$ cat src/rtl/regfile_wb_arbiter.sv
// rtl/regfile_wb_arbiter.sv - two-requester round-robin arbiter for the register-file write port
// Optional build macro: ZERO_WRITE_DROP_EN (consume writes to register 0 without asserting rf_we)
module regfile_wb_arbiter #(
    parameter int ADDR_W = 5,
    parameter int DATA_W = 32
) (
    input  logic              clk,
    input  logic              rst_n,
    input  logic              flush,
    input  logic              a_valid,
    output logic              a_ready,
    input  logic [ADDR_W-1:0] a_addr,
    input  logic [DATA_W-1:0] a_data,
    input  logic              b_valid,
    output logic              b_ready,
    input  logic [ADDR_W-1:0] b_addr,
    input  logic [DATA_W-1:0] b_data,
    output logic              rf_we,
    output logic [ADDR_W-1:0] rf_addr,
    output logic [DATA_W-1:0] rf_data,
    output logic              busy
);

    typedef enum logic {PRIO_A = 1'b0, PRIO_B = 1'b1} prio_t;

    prio_t             prio, prio_nxt;
    logic              full_a, full_a_nxt;
    logic              full_b, full_b_nxt;
    logic [ADDR_W-1:0] addr_a, addr_a_nxt;
    logic [ADDR_W-1:0] addr_b, addr_b_nxt;
    logic [DATA_W-1:0] data_a, data_a_nxt;
    logic [DATA_W-1:0] data_b, data_b_nxt;
    logic              rf_we_nxt;
    logic [ADDR_W-1:0] rf_addr_nxt;
    logic [DATA_W-1:0] rf_data_nxt;
    logic              grant_a, grant_b;
    logic              accept_a, accept_b;
    logic [ADDR_W-1:0] win_addr;
    logic [DATA_W-1:0] win_data;
    logic              win_we;

    // Grant depends only on slot state, so ready never combinationally follows valid.
    assign grant_a  = full_a & (~full_b | (prio == PRIO_A));
    assign grant_b  = full_b & (~full_a | (prio == PRIO_B));
    assign a_ready  = ~full_a | grant_a;
    assign b_ready  = ~full_b | grant_b;
    assign accept_a = a_valid & a_ready;
    assign accept_b = b_valid & b_ready;
    assign busy     = full_a | full_b;

    assign win_addr = grant_a ? addr_a : addr_b;
    assign win_data = grant_a ? data_a : data_b;
`ifdef ZERO_WRITE_DROP_EN
    assign win_we   = (win_addr != '0);
`else
    assign win_we   = 1'b1;
`endif

    always_comb begin
        prio_nxt    = prio;
        full_a_nxt  = full_a;
        full_b_nxt  = full_b;
        addr_a_nxt  = addr_a;
        addr_b_nxt  = addr_b;
        data_a_nxt  = data_a;
        data_b_nxt  = data_b;
        rf_we_nxt   = 1'b0;
        rf_addr_nxt = rf_addr;
        rf_data_nxt = rf_data;

        if (flush) begin
            full_a_nxt = 1'b0;
            full_b_nxt = 1'b0;
        end else begin
            if (grant_a || grant_b) begin
                rf_we_nxt = win_we;
                prio_nxt  = grant_a ? PRIO_B : PRIO_A;
                // A dropped register-0 write leaves the last issued address/data on the bus.
                if (win_we) begin
                    rf_addr_nxt = win_addr;
                    rf_data_nxt = win_data;
                end
            end
            if (grant_a) full_a_nxt = 1'b0;
            if (grant_b) full_b_nxt = 1'b0;
            if (accept_a) begin
                full_a_nxt = 1'b1;
                addr_a_nxt = a_addr;
                data_a_nxt = a_data;
            end
            if (accept_b) begin
                full_b_nxt = 1'b1;
                addr_b_nxt = b_addr;
                data_b_nxt = b_data;
            end
        end
    end

    always_ff @(posedge clk or negedge rst_n) begin
        if (!rst_n) begin
            prio    <= PRIO_A;
            full_a  <= 1'b0;
            full_b  <= 1'b0;
            addr_a  <= '0;
            addr_b  <= '0;
            data_a  <= '0;
            data_b  <= '0;
            rf_we   <= 1'b0;
            rf_addr <= '0;
            rf_data <= '0;
        end else begin
            prio    <= prio_nxt;
            full_a  <= full_a_nxt;
            full_b  <= full_b_nxt;
            addr_a  <= addr_a_nxt;
            addr_b  <= addr_b_nxt;
            data_a  <= data_a_nxt;
            data_b  <= data_b_nxt;
            rf_we   <= rf_we_nxt;
            rf_addr <= rf_addr_nxt;
            rf_data <= rf_data_nxt;
        end
    end

endmodule

$ cat config.mk
export PLATFORM = sky130hd
export DESIGN_NAME = regfile_wb_arbiter
export DESIGN_NICKNAME = d
export VERILOG_FILES = /design/src/rtl/regfile_wb_arbiter.sv
export SDC_FILE = /design/constraint.sdc
export NUM_CORES = 1
export LEC_CHECK = 0
export ABC_CLOCK_PERIOD_IN_PS = 2600
export BUFFER_PORTS_ARGS = -buffer_cell sky130_fd_sc_hd__buf_4
export CORE_MARGIN = 3
export CORE_UTILIZATION = 56
export CTS_CLUSTER_DIAMETER = 50
export DETAILED_ROUTE_END_ITERATION = 7
export MAX_ROUTING_LAYER = met4
export PLACE_DENSITY = 0.84
export SLEW_MARGIN = 10
export SYNTH_ARGS = -nofsm -noshare
export SYNTH_HDL_FRONTEND = slang
export SYNTH_SLANG_ARGS = --single-unit
$ cat constraint.sdc
create_clock -name clk -period 2.6 [get_ports clk]
set_input_delay 0.13 -clock clk [delete_from_list [all_inputs] [get_ports clk]]
set_output_delay 0.13 -clock clk [all_outputs]
set_load 0.02 [all_outputs]
==> results, run 1 <==
- The worst setup path endpoint is data_a[30].
- The clock passes through at most 2 buffers.
- The HPWL reported at the end of detailed placement is 6.65 mm.
- The die outline height is 96.9 um.
- The number of antenna violations at the first check in global routing came to 0.
- In this run the clock root is driven by a sky130_fd_sc_hd__clkbuf_8.
- The tightest min-delay check is of the input pin to asynchronous set/reset pin type.
- The sequential cell area fraction in the yosys report is 62.3%.
- For this configuration, the core starts out at a cell density of 58.6%.
- Sorting the synthesized cells by how often they occur yields sky130_fd_sc_hd__dfrtp_1 (115), sky130_fd_sc_hd__nand2_1 (74), sky130_fd_sc_hd__mux2_2 (70).
- Measured against its own limit, the worst slew margin works out to between 40% and 50%.
- Net switching is between 20% and 30% of the power.
- The run finished with clean final reports.
- Entering global routing, the biggest net connects 50 pins.
- The worst-case reg-to-reg path depth is 3.
- During I/O placement, the number of pins put on the boundary was 120.
- For this run, design rule violations remaining after detail routing come to 0.
- The final number of max-transition violations is 0.
- Summed over all instances, the cell type with the most area after synthesis is sky130_fd_sc_hd__dfrtp_1.
- The met3 layer usage reported by global route is approximately 8.6%.
- Ranked by total cell area, the synthesized netlist is headed by sky130_fd_sc_hd__dfrtp_1 (62%), sky130_fd_sc_hd__mux2_2 (17%), sky130_fd_sc_hd__nand2_1 (6.0%).
- The number of cells after detailed placement is 579.
- The wire length of the first global-routing pass is 21.2 mm.
- The cell count after synthesis came out at 374.
- The number of antenna diodes in the final layout is 0.
- The overall routed net length is 13.0 mm.
- Power spread over the standard cell area amounts to around 840 mW/mm2.
- The number of sinks handled by clock tree synthesis is 115.
- The number of flops mapped to enable cells by yosys is 0.
- The setup slack of the worst register-to-register path is 760 ps.
- The number of vias per cell after detailed routing is 5.50.
- In this run the horizontal extent of the chip is between 90 and 100 um.
- Across all hold checks on the routed design, the worst slack comes to 195 ps.
- The fraction of registers with async set/reset is 100%.
- The highest ir drop seen on vdd is 0.536 mV.
- The launch point of the critical path is full_b.
- The worst endpoint data arrival time is around 2200 ps.
- The placed instances occupy a cell area of 0.00557 mm2.
- The proportion of power drawn by the clock network is 39.9%.
- The highest clock frequency the design can meet is 545 MHz.
- The core region area is 0.00789 mm2.
- After the first detailed-routing iteration, the DRC count stood at roughly 170.
- The detail route stage leaves a number of antenna-violating nets equal to 0.
- The first TritonRoute pass finished after 4 iterations.
- The analysis attributes to net switching a power of 1.61 mW.
- The number of buffers added for setup after CTS is 0.
- The total overflow left after global routing is 0.
- The post-synthesis average cell area is 12.4 um2.
- The primary flip-flop cell chosen by synthesis mapping is sky130_fd_sc_hd__dfrtp_1.
- The count of warnings emitted by yosys is 0.
- The hold violation total from the final report is 0.
- In the final design database the tool counted 653 nets.
- The tool flagged a number of max-cap violations equal to 0.
- The final cell area excluding filler cells is 0.00694 mm2.
- The TritonCTS buffer count is 17.
- The internal power component is 4.18 mW.
- After detailed routing, the average wire length per cell comes to 18.8 um.
- The most instantiated library cell after synthesis is sky130_fd_sc_hd__dfrtp_1.
- The setup clock skew after layout is 13.9 ps.
- The area of the mapped netlist is 0.00462 mm2.
- The cell row count is 32.
- The sort of element at the start of the critical path is a register.
- At the pin with the least slew margin, the transition time is 866 ps.
- Summing over every cut layer, the via total after detailed routing is 3,789.
- The H-tree depth is 4.
- The area growth from synthesis to layout is 50.1%.
- After clock tree synthesis, the flow added hold-fix buffers numbering 78.
- The met2 global-route usage is 51.4%.
- The data required time at the worst endpoint is 2990 ps.
- After synthesis, the largest area contributor takes up 62.3% of total cell area.
- The classification of the worst setup path is register to register.
- The worst-path maximum fanout is 37.
- Routability-driven placement finished with a final weighted congestion of 0.816.
- Clock-pin slew was measured on the worst setup and hold paths at 60 ps.
- Global routing used 29.7% of the available tracks.
- The share of total power dissipated in sequential elements is roughly 40%.
- The die outline area is 0.00938 mm2.
- The final cell count without fillers is 689.
- The time the final worst path needs with I/O delays and setup is between 1500 and 2000 ps.
- The met1 demand-to-capacity share in global routing is about a third.
- The launch instance of the worst register-to-register path is full_b.
- The most used routing layer in global routing is met2.
- After clock tree synthesis, the repair step resized 0 gates.
- Combinational cells account for 20.0% of the total power.
- The sum of negative setup slack is 0 ps.
- The synthesized flop and latch total is ~120.
- The clock latency at the later pin of the worst-skew pair is roughly 510 ps.
- The endpoint of the lowest-slack register-to-register path is data_a[30].
- The analysis attributes to cell leakage a power of 3.17 nW.
- Cells with a size suffix above 1 make up 39.7% of the layout.
- STA classifies the critical path endpoint as a register.
- The via count of the first global-routing pass is 4,223.
- Setup violations remaining at the end of the flow were counted as 0.
- After synthesis, the netlist uses 20 different library cells.
- Of the available clock period, the critical path in the final layout requires 70.6%.
- Setup repair after global routing left no endpoint under its margin.
- TritonCTS built the clock tree.
- Counting every net in the synthesized netlist gives 453.
- Port buffering added approximately 120 buffers.
-- power by group through the flow --
stage | Clock (mW) | Sequential, mW | Combinational [mW]
2_1_floorplan | 0 | 2.45 | 0.433
5_1_grt | 2.45 | 2.36 | 1.24
4_1_cts | 2.32 | 2.31 | 1.14
6_report | 2.31 | 2.32 | 1.16
3_3_place_gp | 0 | 2.31 | 0.994
3_5_place_dp | 0 | 2.33 | 1.03
-- worst min-delay path by stage --
stage / from / to / slack [ps] / cells after the start
after global placement: rst_n / rf_data[22] / 190 / 1
after global routing: rst_n / rf_data[22] / 230 / 2
final: rst_n / rf_data[22] / 190 / 2
after detailed placement: rst_n / rf_data[22] / 190 / 1
after CTS: rst_n / rf_data[22] / 210 / 2
after floorplan: rst_n / addr_a[0] / -170 / 0
-- critical path, stage by stage (launching register included) --
cell                      delay (ps)
sky130_fd_sc_hd__dfrtp_1         470
sky130_fd_sc_hd__nand3_1         240
sky130_fd_sc_hd__nand3_4         490
sky130_fd_sc_hd__mux2_1          520
-- registers in the layout (all words and copies together), names as in the netlist --
| register | count |
|---|---|
| data_a | 32 |
| data_b | 32 |
| rf_data | 32 |
| addr_a | 5 |
| addr_b | 5 |
| rf_addr | 5 |
| full_a | 1 |
| full_b | 1 |
| prio | 1 |
| rf_we | 1 |
-- logic make-up after synthesis --
family	after synthesis	share of synthesized area, %
mux	74	18.0
compound gates	44	6.15
flops	115	62.3
simple gates	116	10.3
buf+inv	25	3.30
-- layer usage --
metal | part of all wire, % | up-vias
li1 | - | 1682
met1 | 38 | 1906
met2 | 53 | 166
met3 | 6.1 | 35
met4 | 2.4 | 0
met5 | 0 | -
-- final cells by class --
type	instances	area [um2]
flip-flops and latches	115	2880
repair buffers	203	1730
multi-input cells	234	1600
fillers	335	948
clock buffers	19	432
clock inverters	13	160
well taps	102	128
inverters	3	11.3
-- cells in the final DEF, fill, tap and decap left out, types with 2 or more instances in the layout --
master	synthesis	layout
sky130_fd_sc_hd__buf_4	0	124
sky130_fd_sc_hd__clkinvlp_4	0	5
sky130_fd_sc_hd__bufinv_16	0	3
sky130_fd_sc_hd__dlygate4sd3_1	0	78
sky130_fd_sc_hd__clkbuf_8	0	2
sky130_fd_sc_hd__clkbuf_16	0	16
sky130_fd_sc_hd__nand3_4	2	2
sky130_fd_sc_hd__clkinv_2	0	3
sky130_fd_sc_hd__a31oi_1	38	38
sky130_fd_sc_hd__mux2_1	4	4
sky130_fd_sc_hd__nor2_1	37	37
sky130_fd_sc_hd__mux2_2	70	70
sky130_fd_sc_hd__clkinv_4	0	2
sky130_fd_sc_hd__nand2_1	74	74
sky130_fd_sc_hd__dfrtp_1	115	115
sky130_fd_sc_hd__a21oi_1	3	3
sky130_fd_sc_hd__inv_1	3	3
-- metrics by stage --
step	power, mW	util (%)	setup WS, ps
2_1_floorplan	2.88	-	993
4_1_cts	5.76	88.0	779
5_1_grt	6.04	88.0	695
6_report	5.79	88.0	764
3_3_place_gp	3.30	70.6	857
3_5_place_dp	3.36	70.6	804
Note: power is estimated with default switching activity, not from simulation.
==> run 2, diff against run 1 <==
--- a/config.mk
+++ b/config.mk
@@ -5,14 +5,14 @@
 export SDC_FILE = /design/constraint.sdc
 export NUM_CORES = 1
 export LEC_CHECK = 0
-export ABC_CLOCK_PERIOD_IN_PS = 2600
+export ABC_CLOCK_PERIOD_IN_PS = 1800
 export BUFFER_PORTS_ARGS = -buffer_cell sky130_fd_sc_hd__buf_4
 export CORE_MARGIN = 3
-export CORE_UTILIZATION = 56
+export CORE_UTILIZATION = 52
 export CTS_CLUSTER_DIAMETER = 50
 export DETAILED_ROUTE_END_ITERATION = 7
 export MAX_ROUTING_LAYER = met4
-export PLACE_DENSITY = 0.84
+export PLACE_DENSITY = 0.79
 export SLEW_MARGIN = 10
 export SYNTH_ARGS = -nofsm -noshare
 export SYNTH_HDL_FRONTEND = slang
==> constraint.sdc (replaced) <==
create_clock -name clk -period 1.8 [get_ports clk]
set_input_delay 0.09 -clock clk [delete_from_list [all_inputs] [get_ports clk]]
set_output_delay 0.09 -clock clk [all_outputs]
set_load 0.02 [all_outputs]
==> run 2 against run 1 <==
  * Worst hold slack got worse by 110 ps
  * Fmax rose by 10%
  * Design area is 1.4% higher
  * Clock-buffer cell count is 2 lower
  * Via count fell by 2.9%
  * Highest routed layer unchanged
  * Total power is 42% higher
==> results, run 2 (synthesis results as in run 1) <==
- The worst-margin pin slew was 427 ps (was 866 ps).
- The initial standard-cell utilization of the core is 54.9% (was 58.6%).
- The detailed-route via count is 3,679 (was 3,789).
- The remaining antenna violation count after routing is 0 (unchanged).
- The number of vias per cell after detailed routing is 5.27 (was 5.50).
- The die boundary width is 100 um (was 96.9 um).
- The share of post-route cells with drive strength above 1 is 40.5% (was 39.7%).
- The final total power is 8.26 mW (was 5.79 mW).
- The highest clock frequency the design can meet is 601 MHz (was 545 MHz).
- The number of antenna violations at the first check in global routing came to 0 (unchanged).
- The clock root buffer is sky130_fd_sc_hd__clkbuf_8 (unchanged).
- The final number of max-transition violations came to 0 (unchanged).
- The headroom to the max-slew limit was 71.6% (was 42.3%).
- The number of sinks handled by clock tree synthesis came to 115 (unchanged).
- The final cell count without fillers came to 698 (was 689).
- The remaining routing DRC violations was 0 (unchanged).
- The share of the clock period used by the worst path after layout is 92.4% (was 70.6%).
- The worst hold-check slack is 86.9 ps (was 195 ps).
- The max-cap check violation count is 0 (unchanged).
- The class of the most critical hold timing path is input pin to asynchronous set/reset pin (unchanged).
- The most frequent standard cell in the layout excluding fill and tap cells is sky130_fd_sc_hd__buf_4 (unchanged).
- The number of cells after detailed placement came to 589 (was 579).
- The critical path endpoint category is a register (unchanged).
- The layout net count is 660 (was 653).
- The total track usage was 27.9% (was 29.7%).
- The clock input transition at the sequential cells of the worst setup and hold paths is 60 ps (about the same).
- The sort of element at the start of the critical path is a register (unchanged).
- The die outline area came to 0.0101 mm2 (was 0.00938 mm2).
- The number of port buffers is 119 (unchanged).
- The TritonCTS buffer count is 17 (unchanged).
- The delay of the slowest cell on the worst path is 460 ps (was 520 ps).
- Critical path, cell by cell: nand3b_2, nand3_4, buf_12, mux2_2 (was nand3_1, nand3_4, mux2_1).
- The H-tree depth came to 4 (unchanged).
- The most used routing layer in global routing is met2 (unchanged).
- The area growth from synthesis to layout is 52.2% (was 50.1%).
- The number of DRC markers after the initial detailed-route iteration is 147 (was 166).
- The data required time at the worst endpoint is 2180 ps (was 2990 ps).
- The wire length of the first global-routing pass is 20.7 mm (was 21.2 mm).
- The cell row count came to 33 (was 32).
- The highest ir drop seen on vdd is 0.720 mV (was 0.536 mV).
- The remaining global-route overflow is 0 (unchanged).
- The static power due to leakage is 3.21 nW (was 3.17 nW).
- The HPWL reported at the end of detailed placement was 7.26 mm (was 6.65 mm).
- The final setup violation count was 0 (unchanged).
- The largest net degree at the start of global routing came to 56 (was 50).
- Unrepaired setup endpoints after global routing: no (unchanged).
- The clock latency at the later pin of the worst-skew pair is 510 ps (about the same).
- The number of detailed-routing iterations run before antenna repair is 6 (was 4).
- The worst endpoint data arrival time is 2040 ps (was 2220 ps).
- The time the final worst path needs with I/O delays and setup was 1660 ps (was 1840 ps).
- The overall routed net length is 12.8 mm (was 13.0 mm).
- The met3 layer usage reported by global route is 6.46% (was 8.58%).
- Most frequent cells in the layout: sky130_fd_sc_hd__buf_4 (126), sky130_fd_sc_hd__dfrtp_1 (115), sky130_fd_sc_hd__dlygate4sd3_1 (78) (was sky130_fd_sc_hd__buf_4 (124), sky130_fd_sc_hd__dfrtp_1 (115), sky130_fd_sc_hd__dlygate4sd3_1 (78)).
- The core region area was 0.00842 mm2 (was 0.00789 mm2).
- Registers with the most flip-flops: data_a: 32 flops, data_b: 32 flops, rf_data: 32 flops (unchanged).
- The TritonCTS clock tree is done (unchanged).
- The worst-path cell with the longest stage delay is sky130_fd_sc_hd__dfrtp_1 (was sky130_fd_sc_hd__mux2_1).
- The met2 global-route usage is 49.1% (was 51.4%).
- The power per unit of standard cell area came to 1170 mW/mm2 (was 835 mW/mm2).
- The I/O pin count is 120 (unchanged).
- Status: complete, no violations (unchanged).
- The antenna diode instance count is 0 (unchanged).
- The worst-path maximum fanout is 14 (was 37).
- The sum of negative setup slack is 0 ps (unchanged).
- The routability congestion estimate from global placement is 0.771 (was 0.816).
- The via count of the first global-routing pass is 4,215 (was 4,223).
- The die outline height is 100 um (was 96.9 um).
- The setup clock skew after layout was 18.8 ps (was 13.9 ps).
- The met1 demand-to-capacity share in global routing was 32.1% (was 33.0%).
- The mean routed wirelength per cell is 18.3 um (was 18.8 um).
- The classification of the worst setup path is register to register (unchanged).
- The hold violation total from the final report is 0 (unchanged).
- The worst-case clock buffer depth came to 2 (unchanged).
- The number of buffers added for setup after CTS came to 0 (unchanged).
run 2: stage by stage:
step / setup WS, ps / area [um2] / utilization (%)
6_report: 137 / 7040 / 83.5
5_1_grt: 60.1 / 7040 / 83.5
4_1_cts: 127 / 7040 / 83.5
3_5_place_dp: 164 / 5690 / 67.5
3_3_place_gp: 236 / 5690 / 67.5
2_1_floorplan: 193 / 4620 / -
run 2: area by class of cell:
class	count	area, um2
inverters	3	11.3
multi-input cells	234	1600
well taps	105	131
repair buffers	210	1850
clock buffers	17	414
flip-flops and latches	115	2880
clock inverters	14	155
fillers	431	1390
run 2: worst max-delay path: cells and delay by family, from the launching register on:
kind          cells  cell delay, ps
flops             1             460
buf+inv           1             180
simple gates      2             550
mux               1             350
run 2: power breakdown:
part	switching [mW]	leakage (nW)	internal, mW	total, mW
logic	0.815	1.62	0.872	1.69
clock network	1.25	0.264	1.98	3.23
registers	0.286	1.33	3.06	3.34
total	2.35	3.21	5.90	8.26
run 2: timing repair:
| item | CTS | global route |
|---|---|---|
| hold endpoints to repair | 191 | 0 |
| hold buffers | 78 | 0 |
| gates resized for setup | 0 | 0 |
run 2: final timing paths:
check | end | slack, ps | cells past startpoint | from
max | addr_b[0] | 140 | 4 | prio
min reg2reg | data_a[29] | 500 | 1 | data_a[29]
min in group clk | data_b[2] | 130 | 3 | b_valid
max in group asynchronous | data_b[13] | 1070 | 3 | rst_n
max reg2reg | addr_b[0] | 140 | 4 | prio
min | data_b[9] | 90 | 2 | rst_n
run 2: per-layer routing:
metal  up-vias  share of wire [%]
met4         0               0.55
met5         -                  0
met2       136                 54
li1       1697                  -
met3         8                6.2
met1      1838                 39
==> run 3, diff against run 2 <==
--- a/config.mk
+++ b/config.mk
@@ -5,14 +5,14 @@
 export SDC_FILE = /design/constraint.sdc
 export NUM_CORES = 1
 export LEC_CHECK = 0
-export ABC_CLOCK_PERIOD_IN_PS = 1800
+export ABC_CLOCK_PERIOD_IN_PS = 2100
 export BUFFER_PORTS_ARGS = -buffer_cell sky130_fd_sc_hd__buf_4
 export CORE_MARGIN = 3
-export CORE_UTILIZATION = 52
+export CORE_UTILIZATION = 56
 export CTS_CLUSTER_DIAMETER = 50
 export DETAILED_ROUTE_END_ITERATION = 7
 export MAX_ROUTING_LAYER = met4
-export PLACE_DENSITY = 0.79
+export PLACE_DENSITY = 0.84
 export SLEW_MARGIN = 10
 export SYNTH_ARGS = -nofsm -noshare
 export SYNTH_HDL_FRONTEND = slang
==> constraint.sdc (replaced) <==
create_clock -name clk -period 2.1 [get_ports clk]
set_input_delay 0.105 -clock clk [delete_from_list [all_inputs] [get_ports clk]]
set_output_delay 0.105 -clock clk [all_outputs]
set_load 0.02 [all_outputs]
==> run 3 against run 2 <==
  * Non-clock buffer count shrank 3
  * Sequential cell count is the same
  * Critical path type unchanged
  * Via count grew 3.5%
  * Sequential power shrank 13%
==> results, run 3 (synthesis results as in run 1) <==
- Status: complete, no violations (unchanged).
- The final number of max-transition violations came to 0 (unchanged).
- The family with the most delay on the worst path is simple AND/OR/NAND/NOR gates (unchanged).
- The highest ir drop seen on vdd is 0.831 mV (was 0.720 mV).
- The layout net count is 657 (was 660).
- The remaining antenna violation count after routing is 0 (unchanged).
- The die outline height is 96.9 um (was 100 um).
- The clock root buffer is sky130_fd_sc_hd__clkbuf_8 (unchanged).
- The H-tree depth is 4 (unchanged).
- The sort of element at the start of the critical path is a register (unchanged).
- The remaining routing DRC violations is 0 (unchanged).
- Registers with the most flip-flops: data_a: 32 flops, data_b: 32 flops, rf_data: 32 flops (unchanged).
- The setup clock skew after layout is 13.9 ps (was 18.8 ps).
- The time the final worst path needs with I/O delays and setup is 1850 ps (was 1660 ps).
- The number of port buffers is 119 (unchanged).
- The classification of the worst setup path is register to register (unchanged).
- The headroom to the max-slew limit was 60.2% (was 71.6%).
- The area of all sequential standard cells is 0.00288 mm2 (unchanged).
- The filler cell count came to 331 (was 431).
- The overall routed net length is 13.9 mm (was 12.8 mm).
- The critical path endpoint category is a register (unchanged).
- The delay of the slowest cell on the worst path is 510 ps (was 460 ps).
- The number of antenna violations at the first check in global routing is 1 (was 0).
- The clock latency at the later pin of the worst-skew pair came to 510 ps (about the same).
- The number of hold buffers added after cts is 78 (unchanged).
- The highest clock frequency the design can meet is 541 MHz (was 601 MHz).
- The I/O pin count is 120 (unchanged).
- The via count of the first global-routing pass came to 4,322 (was 4,215).
- Unrepaired setup endpoints after global routing: no (unchanged).
- The worst-case clock buffer depth is 2 (unchanged).
- The TritonCTS clock tree is done (unchanged).
- The die outline area came to 0.00938 mm2 (was 0.0101 mm2).
- The wire length of the first global-routing pass is 22.5 mm (was 20.7 mm).
- The cell row count is 32 (was 33).
- The final setup violation count is 0 (unchanged).
- The sum of negative setup slack came to 0 ps (unchanged).
- The number of vias per cell after detailed routing is 5.48 (was 5.27).
- The share of post-route cells with drive strength above 1 is 39.8% (was 40.5%).
- The initial standard-cell utilization of the core came to 58.6% (was 54.9%).
- The power per unit of standard cell area is 1050 mW/mm2 (was 1170 mW/mm2).
- The total buffers and inverters traversed by the critical path is 0 (was 1).
- The data required time at the worst endpoint is 2490 ps (was 2180 ps).
- The quantity of gates resized following cts came to 0 (unchanged).
- The core region area is 0.00789 mm2 (was 0.00842 mm2).
- The static power due to leakage came to 3.21 nW (about the same).
- The clock input transition at the sequential cells of the worst setup and hold paths was 60 ps (about the same).
- The remaining global-route overflow was 0 (unchanged).
- Most frequent cells in the layout: sky130_fd_sc_hd__buf_4 (127), sky130_fd_sc_hd__dfrtp_1 (115), sky130_fd_sc_hd__dlygate4sd3_1 (78) (was sky130_fd_sc_hd__buf_4 (126), sky130_fd_sc_hd__dfrtp_1 (115), sky130_fd_sc_hd__dlygate4sd3_1 (78)).
- The detailed-route via count is 3,806 (was 3,679).
- Critical path, cell by cell: nand3_1, nand3_4, mux2_1 (was nand3b_2, nand3_4, buf_12, mux2_2).
- The worst endpoint data arrival time came to 2240 ps (was 2040 ps).
- The largest net degree at the start of global routing is 54 (was 56).
- The class of the most critical hold timing path is input pin to register (was input pin to asynchronous set/reset pin).
- The routability congestion estimate from global placement is 0.761 (was 0.771).
- The max-cap check violation count is 0 (unchanged).
- The share of the clock period used by the worst path after layout is 88.0% (was 92.4%).
- The worst-path maximum fanout came to 37 (was 14).
- The hold violation total from the final report is 0 (unchanged).
- The area growth from synthesis to layout came to 51.5% (was 52.2%).
- The worst-margin pin slew is 598 ps (was 427 ps).
- The total track usage was 31.8% (was 27.9%).
- The HPWL reported at the end of detailed placement came to 6.88 mm (was 7.26 mm).
- The multi-input gate area in the final layout is 0.00160 mm2 (unchanged).
- The most frequent standard cell in the layout excluding fill and tap cells was sky130_fd_sc_hd__buf_4 (unchanged).
- The TritonCTS buffer count was 17 (unchanged).
- The die boundary width is 96.9 um (was 100 um).
- The number of detailed-routing iterations run before antenna repair came to 5 (was 6).
- The mean routed wirelength per cell came to 20.0 um (was 18.3 um).
- The worst-path cell with the longest stage delay is sky130_fd_sc_hd__mux2_1 (was sky130_fd_sc_hd__dfrtp_1).
- The worst hold-check slack is 136 ps (was 86.9 ps).
- The number of DRC markers after the initial detailed-route iteration is 198 (was 147).
- The number of buffers added for setup after CTS is 0 (unchanged).
- The number of sinks handled by clock tree synthesis is 115 (unchanged).
-- run 3: where the power goes --
group | internal, mW | total (mW) | switching [mW]
combinational | 0.732 | 1.46 | 0.724
sequential | 2.62 | 2.89 | 0.272
clock | 1.98 | 2.99 | 1.01
-- run 3: worst register-to-register path, delay by kind of cell, from the launching register on --
| kind | cells | cell delay (ps) |
|---|---|---|
| and+or+nand+nor | 2 | 710 |
| muxes | 1 | 550 |
| DFF | 1 | 470 |
-- run 3: final cells by class --
class	count	area share, %
diodes	1	0.0357
clock buffers	22	6.47
clock inverters	10	2.22
inverters	3	0.161
multi-input cells	234	22.8
flip-flops and latches	115	41.1
well taps	102	1.82
repair buffers	207	25.3
-- run 3: per-stage QoR --
stage	util (%)	total power, mW	instance area [um2]	instances	worst slack, ps
4_1_cts	88.7	7.27	7000	693	285
2_1_floorplan	-	3.57	4620	374	493
3_3_place_gp	71.1	4.10	5610	583	369
5_1_grt	88.8	7.61	7000	694	188
6_report	88.8	7.34	7000	694	252
3_5_place_dp	71.1	4.17	5610	583	308
-- run 3: final timing paths --
check,startpoint,endpoint,slack (ps),depth (start not counted)
worst min-delay path,b_valid,data_b[7],140,3
max in group asynchronous,rst_n,data_a[24],1230,3
worst min register to register,data_a[30],data_a[30],490,1
worst max register to register,full_b,addr_a[0],250,3
worst max-delay path,full_b,addr_a[0],250,3
min in group asynchronous,rst_n,rf_data[20],150,2
-- run 3: per-layer routing --
layer	wire, um	part of all wire (%)	GRT usage [%]
met3	829	6.0	8.22
met2	7390	53	53.3
met4	393	2.8	12.4
met1	5290	38	36.7
met5	0	0	-
